[config.mk]
export PLATFORM = sky130hd
export DESIGN_NAME = hazard_fwd_ctrl
export DESIGN_NICKNAME = d
export VERILOG_FILES = /design/src/rtl/hazard_pkg.sv /design/src/rtl/fwd_select.sv /design/src/rtl/hazard_fwd_ctrl.sv
export SDC_FILE = /design/constraint.sdc
export NUM_CORES = 1
export LEC_CHECK = 0
export BUFFER_PORTS_ARGS = -buffer_cell sky130_fd_sc_hd__buf_2
export CAP_MARGIN = 20
export CORE_AREA = 2 2 73 75
export DETAILED_ROUTE_END_ITERATION = 8
export DIE_AREA = 0 0 75 77
export GPL_TIMING_DRIVEN = 0
export HOLD_SLACK_MARGIN = 0.1
export PLACE_DENSITY = 0.61
export SETUP_SLACK_MARGIN = 0.2
export SLEW_MARGIN = 0
export SYNTH_ARGS = -nofsm -noshare
export SYNTH_HDL_FRONTEND = slang
export SYNTH_HIERARCHICAL = 1
export SYNTH_SLANG_ARGS = --single-unit
[constraint.sdc]
create_clock -name clk -period 2.5 [get_ports clk]
set_input_delay 0.5 -clock clk [delete_from_list [all_inputs] [get_ports clk]]
set_output_delay 0.5 -clock clk [all_outputs]
set_load 0.1 [all_outputs]
[src/rtl/hazard_pkg.sv]
`default_nettype none
// ============================================================================
// Module   : hazard_pkg
// Brief    : Shared types for the RV32I hazard / forwarding controller.
// Revision : 1.0 - initial release
// ============================================================================
package hazard_pkg;

    localparam int unsigned SLOT_RW = 5;

    localparam logic [SLOT_RW-1:0] REG_ZERO = '0;

    typedef enum logic [1:0] {
        FWD_RF  = 2'b00,
        FWD_WB  = 2'b01,
        FWD_MEM = 2'b10
    } fwd_sel_e;

    typedef struct packed {
        logic               valid;
        logic [SLOT_RW-1:0] rs1;
        logic [SLOT_RW-1:0] rs2;
        logic [SLOT_RW-1:0] rd;
        logic               reg_write;
        logic               mem_read;
    } stage_slot_t;

endpackage
`default_nettype wire

[src/rtl/fwd_select.sv]
`default_nettype none
// ============================================================================
// Module   : fwd_select
// Brief    : Chooses the EX operand source for one register index (MEM > WB > RF).
// Revision : 1.0 - initial release
// ============================================================================
module fwd_select
    import hazard_pkg::*;
(
    input  logic               ex_valid,
    input  logic [SLOT_RW-1:0] src,
    input  logic               mem_valid,
    input  logic               mem_reg_write,
    input  logic [SLOT_RW-1:0] mem_rd,
    input  logic               wb_valid,
    input  logic               wb_reg_write,
    input  logic [SLOT_RW-1:0] wb_rd,
    output fwd_sel_e           sel
);

    always_comb begin
        sel = FWD_RF;
        if (ex_valid) begin
            // MEM holds the younger result, so it is checked first
            if (mem_valid && mem_reg_write && (mem_rd != REG_ZERO) && (mem_rd == src)) begin
                sel = FWD_MEM;
            end else if (wb_valid && wb_reg_write && (wb_rd != REG_ZERO) && (wb_rd == src)) begin
                sel = FWD_WB;
            end
        end
    end

endmodule
`default_nettype wire

[src/rtl/hazard_fwd_ctrl.sv]
`default_nettype none
// ============================================================================
// Module   : hazard_fwd_ctrl
// Brief    : Stall/flush/forwarding control for the 5-stage RV32I pipeline.
//            Optional perf counters enabled by macro HAZARD_PERF_CNT_EN.
// Revision : 1.0 - initial release
// ============================================================================
module hazard_fwd_ctrl
    import hazard_pkg::*;
#(
    parameter int REG_ADDR_W = 5
`ifdef HAZARD_PERF_CNT_EN
   ,parameter int CNT_W      = 32
`endif
) (
    input  logic                  clk,
    input  logic                  rst_n,
    input  logic                  id_valid,
    input  logic [REG_ADDR_W-1:0] id_rs1,
    input  logic [REG_ADDR_W-1:0] id_rs2,
    input  logic [REG_ADDR_W-1:0] id_rd,
    input  logic                  id_reg_write,
    input  logic                  id_mem_read,
    input  logic                  ex_branch_taken,
    input  logic                  mem_stall,
    output logic [1:0]            fwd_a_sel,
    output logic [1:0]            fwd_b_sel,
    output logic                  stall_if,
    output logic                  stall_id,
    output logic                  flush_id,
    output logic                  flush_ex
`ifdef HAZARD_PERF_CNT_EN
   ,output logic [CNT_W-1:0]      stall_cnt,
    output logic [CNT_W-1:0]      flush_cnt
`endif
);

    stage_slot_t r_ex;
    stage_slot_t r_mem;
    stage_slot_t r_wb;
    logic        w_lu;
    fwd_sel_e    w_fwd_a;
    fwd_sel_e    w_fwd_b;
    logic        w_unused;

    assign w_lu = id_valid && r_ex.valid && r_ex.mem_read && r_ex.reg_write &&
                  (r_ex.rd != REG_ZERO) && ((r_ex.rd == id_rs1) || (r_ex.rd == id_rs2));

    always_ff @(posedge clk or negedge rst_n) begin
        if (!rst_n) begin
            r_ex  <= '0;
            r_mem <= '0;
            r_wb  <= '0;
        end else if (!mem_stall) begin
            r_mem <= r_ex;
            r_wb  <= r_mem;
            // Branch and load-use both inject a bubble into EX
            if (ex_branch_taken || w_lu) begin
                r_ex <= '0;
            end else begin
                r_ex.valid     <= id_valid;
                r_ex.rs1       <= id_rs1;
                r_ex.rs2       <= id_rs2;
                r_ex.rd        <= id_rd;
                r_ex.reg_write <= id_reg_write;
                r_ex.mem_read  <= id_mem_read;
            end
        end
    end

    // Gated by rst_n so the controls drop the moment reset asserts
    always_comb begin
        stall_if = 1'b0;
        stall_id = 1'b0;
        flush_id = 1'b0;
        flush_ex = 1'b0;
        if (rst_n) begin
            if (mem_stall) begin
                stall_if = 1'b1;
                stall_id = 1'b1;
            end else if (ex_branch_taken) begin
                flush_id = 1'b1;
                flush_ex = 1'b1;
            end else if (w_lu) begin
                stall_if = 1'b1;
                stall_id = 1'b1;
                flush_ex = 1'b1;
            end
        end
    end

    fwd_select u_fwd_a (
        .ex_valid      (r_ex.valid),
        .src           (r_ex.rs1),
        .mem_valid     (r_mem.valid),
        .mem_reg_write (r_mem.reg_write),
        .mem_rd        (r_mem.rd),
        .wb_valid      (r_wb.valid),
        .wb_reg_write  (r_wb.reg_write),
        .wb_rd         (r_wb.rd),
        .sel           (w_fwd_a)
    );

    fwd_select u_fwd_b (
        .ex_valid      (r_ex.valid),
        .src           (r_ex.rs2),
        .mem_valid     (r_mem.valid),
        .mem_reg_write (r_mem.reg_write),
        .mem_rd        (r_mem.rd),
        .wb_valid      (r_wb.valid),
        .wb_reg_write  (r_wb.reg_write),
        .wb_rd         (r_wb.rd),
        .sel           (w_fwd_b)
    );

    assign fwd_a_sel = w_fwd_a;
    assign fwd_b_sel = w_fwd_b;

    assign w_unused = ^{r_mem.rs1, r_mem.rs2, r_mem.mem_read,
                        r_wb.rs1, r_wb.rs2, r_wb.mem_read};

`ifdef HAZARD_PERF_CNT_EN
    logic [CNT_W-1:0] r_stall_cnt;
    logic [CNT_W-1:0] r_flush_cnt;

    always_ff @(posedge clk or negedge rst_n) begin
        if (!rst_n) begin
            r_stall_cnt <= '0;
            r_flush_cnt <= '0;
        end else if (!mem_stall) begin
            if (w_lu && (r_stall_cnt != '1)) begin
                r_stall_cnt <= r_stall_cnt + CNT_W'(1);
            end
            if (ex_branch_taken && (r_flush_cnt != '1)) begin
                r_flush_cnt <= r_flush_cnt + CNT_W'(1);
            end
        end
    end

    assign stall_cnt = r_stall_cnt;
    assign flush_cnt = r_flush_cnt;
`endif

endmodule
`default_nettype wire

==> results by group <==
Routing
  – Initial DRC count: 87
  – Drt pass-1 iters: 5
  – Via count: 1657
  – Post-DRT Antenna Nets: 0
  – DRC: 0
  – Routed WL: 5050 um
  – Post-detailed-route wirelength per cell: 16.5 um
  – Via density: 5.43

Layout
  – Final Instance Area: 0.00259 mm^2
  – Multi-input combinational cell area: 0.00117 mm^2
  – Ratio of cells with drive above 1 in the final layout: 0.434
  – Fillers: 451
  – Nets: 256
  – Antenna diodes: 0
  – Layout overhead on the synthesized area: 33.2%
  – Sequential cell area: 811 um^2

Yosys
  – Synth top area share: 0.411
  – Cells after synthesis: 190
  – Syn_nets: 212
  – Synth cell types: 32
  – Synthesis Warnings: 6
  – Register area share after synthesis: 0.411
  – #FFs+latches synth: 32
  – Synth Flop Type: dfrtp_1
  – Ys async rst share: 1.00
  – Cell taking the most area after synthesis: dfrtp_1
  – Number of synthesized flops with an enable pin: 0
  – Post-Syn Area per Cell: 10.3 um^2
  – Most common cell in the netlist: dfrtp_1
  – Netlist Area Pre-Place: 0.00195 mm^2
  – Synth area leaders: dfrtp_1 (41%), mux2_2 (8.1%), xnor2_1 (6.3%)
  – Synth top cells by count: dfrtp_1 (32), o21ai_0 (18), nand2_1 (15)

Worst setup path
  – Critical path type: register to output pin
  – Worst EP arrival: 2.05 ns
  – Worst setup EP type: output pin
  – Worst Path Required: 2.00 ns
  – Startpoint Class: register
  – CP Max Fanout: 3

Outcome
  – Violated checks: negative setup slack
  – Status: complete, but fails checks

Global route
  – Total global routing track utilization: 0.190
  – First-pass GRT wire length: 8220 um
  – Vias in the first global route: 1603
  – Gr ovfl total: 0
  – Largest net degree at the start of global routing: 37
  – Initial antenna violation count: 0

STA
  – Setup violations, final: 2
  – Crit path time final: 2.55 ns
  – Final Worst Setup Slack: -0.0475 ns
  – Skew final: 0.00280 ns
  – Max Slew Vio Count: 0
  – Final Hold Fails: 0
  – Final worst path period share: 1.02
  – Slew margin rel.: 0.589
  – FMAX: 393 MHz
  – Slew @ Worst Pin: 0.616 ns
  – Worst Hold Margin: 0.163 ns
  – Unrepaired setup endpoints after global routing: true

Run
  – Max Cap Viol: 0

Die
  – Chip height: 77 um
  – Die width: 75 um
  – Die Area: 0.00578 mm^2
  – Initial core utilization: 0.391
  – Rows: 26
  – Core Area: 0.00498 mm^2
  – # IOs: 30

Pwr
  – P_leak: 1.03 nW
  – Power, Total: 0.00171 W
  – VDD IR max: 0.000295 V
  – Pwr/cell area: 660 mW/mm^2

Clock tree
  – Max clock buf depth: 2
  – Num CTS Buffers: 5
  – Hold-fix buffer count after cts: 0
  – H-tree depth: 2
  – Worst-Skew Late Latency: 0.28 ns
  – CTS tree: built
  – Clock Sinks: 32
  – Clock slew at reported path FFs: 0.06 ns
  – CTS root buffer: clkbuf_8

Place
  – Routability congestion estimate: 0.772
  – Final HPWL DP: 3420 um
  – Dpl cell area: 0.00223 mm^2
  – PortBufs: 29

Min path
  – HP Class: primary input to async pin
-- logic make-up after synthesis --
logic type,share of synthesized area
mux,0.0809
flops,0.411
xor+xnor,0.136
compound gates,0.158
simple gates,0.173
buf+inv,0.0411
-- worst paths after layout --
path                                   endpoint  cells past startpoint  slack, ns           startpoint
setup / recovery                       stall_if                      7      -0.05  r_ex[3]$_DFFE_PN0N_
hold / removal              r_ex[5]$_DFFE_PN0N_                      1       0.16                rst_n
setup reg to reg            r_ex[9]$_DFFE_PN0N_                      6       0.82  r_ex[3]$_DFFE_PN0N_
hold reg to reg             r_ex[0]$_DFFE_PN0N_                      2       0.52  r_ex[0]$_DFFE_PN0N_
max in group asynchronous   r_ex[3]$_DFFE_PN0N_                      1       1.98                rst_n
min in group clk           r_ex[16]$_DFFE_PN0N_                      3       0.48            id_rs1[4]
-- layer usage --
metal / wire length, um / track usage / part of all wire
met1: 2240 / 0.262 / 0.44
met2: 2480 / 0.291 / 0.49
met3: 258 / 0.0447 / 0.051
met4: 70 / 0.0589 / 0.014
met5: 0 / 0 / 0
-- cell usage in the layout, fill, tap and decap left out, types with 2 or more instances in the layout --
cell type and instances:
buf_6 2, clkbuf_1 5, inv_1 4, nor3b_4 2
a22oi_1 7, a21oi_1 4, xnor2_1 12, xnor2_2 2
buf_2 24, dfrtp_1 24, xor2_1 9, nand2_1 15
xor2_4 2, clkbuf_8 7, o2111ai_2 2, nor4_1 3
nor3b_1 8, nand4_1 2, or3b_2 7, nand3_1 2
dfrtp_2 8, buf_1 2, nor3_1 2, o21ai_0 18
nor2_1 3, mux2_2 14, a32oi_1 11, buf_4 10
buf_12 7, nor2_2 2, or4_4 3, nor3_2 2
-- sequential cells by signal, summed over array words and instances (netlist names) --
signal / cells
r_ex: 18
r_mem: 7
r_wb: 7
-- through the flow --
step	setup TNS, ns	std cells	utilization	setup WS, ns
floorplan	-0.116	190	-	-0.0950
global placement	-0.378	289	0.448	-0.189
detailed placement	-0.431	289	0.448	-0.208
CTS	-0.120	304	0.507	-0.0808
global route	-0.285	305	0.521	-0.114
finish	-0.0535	305	0.521	-0.0475
-- worst max-delay path: stages, from the launching register on --
cell and delay (ns):
dfrtp_2 0.40, or4_4 0.54, o21ai_4 0.15, buf_6 0.13, nor3b_2 0.04, a22o_4 0.23, buf_12 0.12, buf_12 0.15
-- where the power goes --
| group | switching, W | internal [W] | total (W) |
|---|---|---|---|
| combinational | 0.000214 | 0.000226 | 0.000440 |
| sequential | 0.000130 | 0.000603 | 0.000734 |
| clock | 0.000189 | 0.000351 | 0.000540 |
| total | 0.000533 | 0.00118 | 0.00171 |
-- cell type report --
| cell class | instances | area share |
|---|---|---|
| clock buffer | 7 | 0.0371 |
| inverter | 4 | 0.00579 |
| clock inverter | 1 | 0.0116 |
| tap | 70 | 0.0338 |
| sequential | 32 | 0.312 |
| multi-input combinational | 141 | 0.451 |
| buffer | 13 | 0.0309 |
| timing repair buffer | 37 | 0.117 |
-- timing repair --
item / 4_1_cts / 5_1_grt
resized for setup: 35 / 14
buffers inserted: 7 / 1
endpoints found under the setup margin: 8 / 7
pin swaps: 7 / 8
No activity file was read; power rests on OpenSTA's default activity.
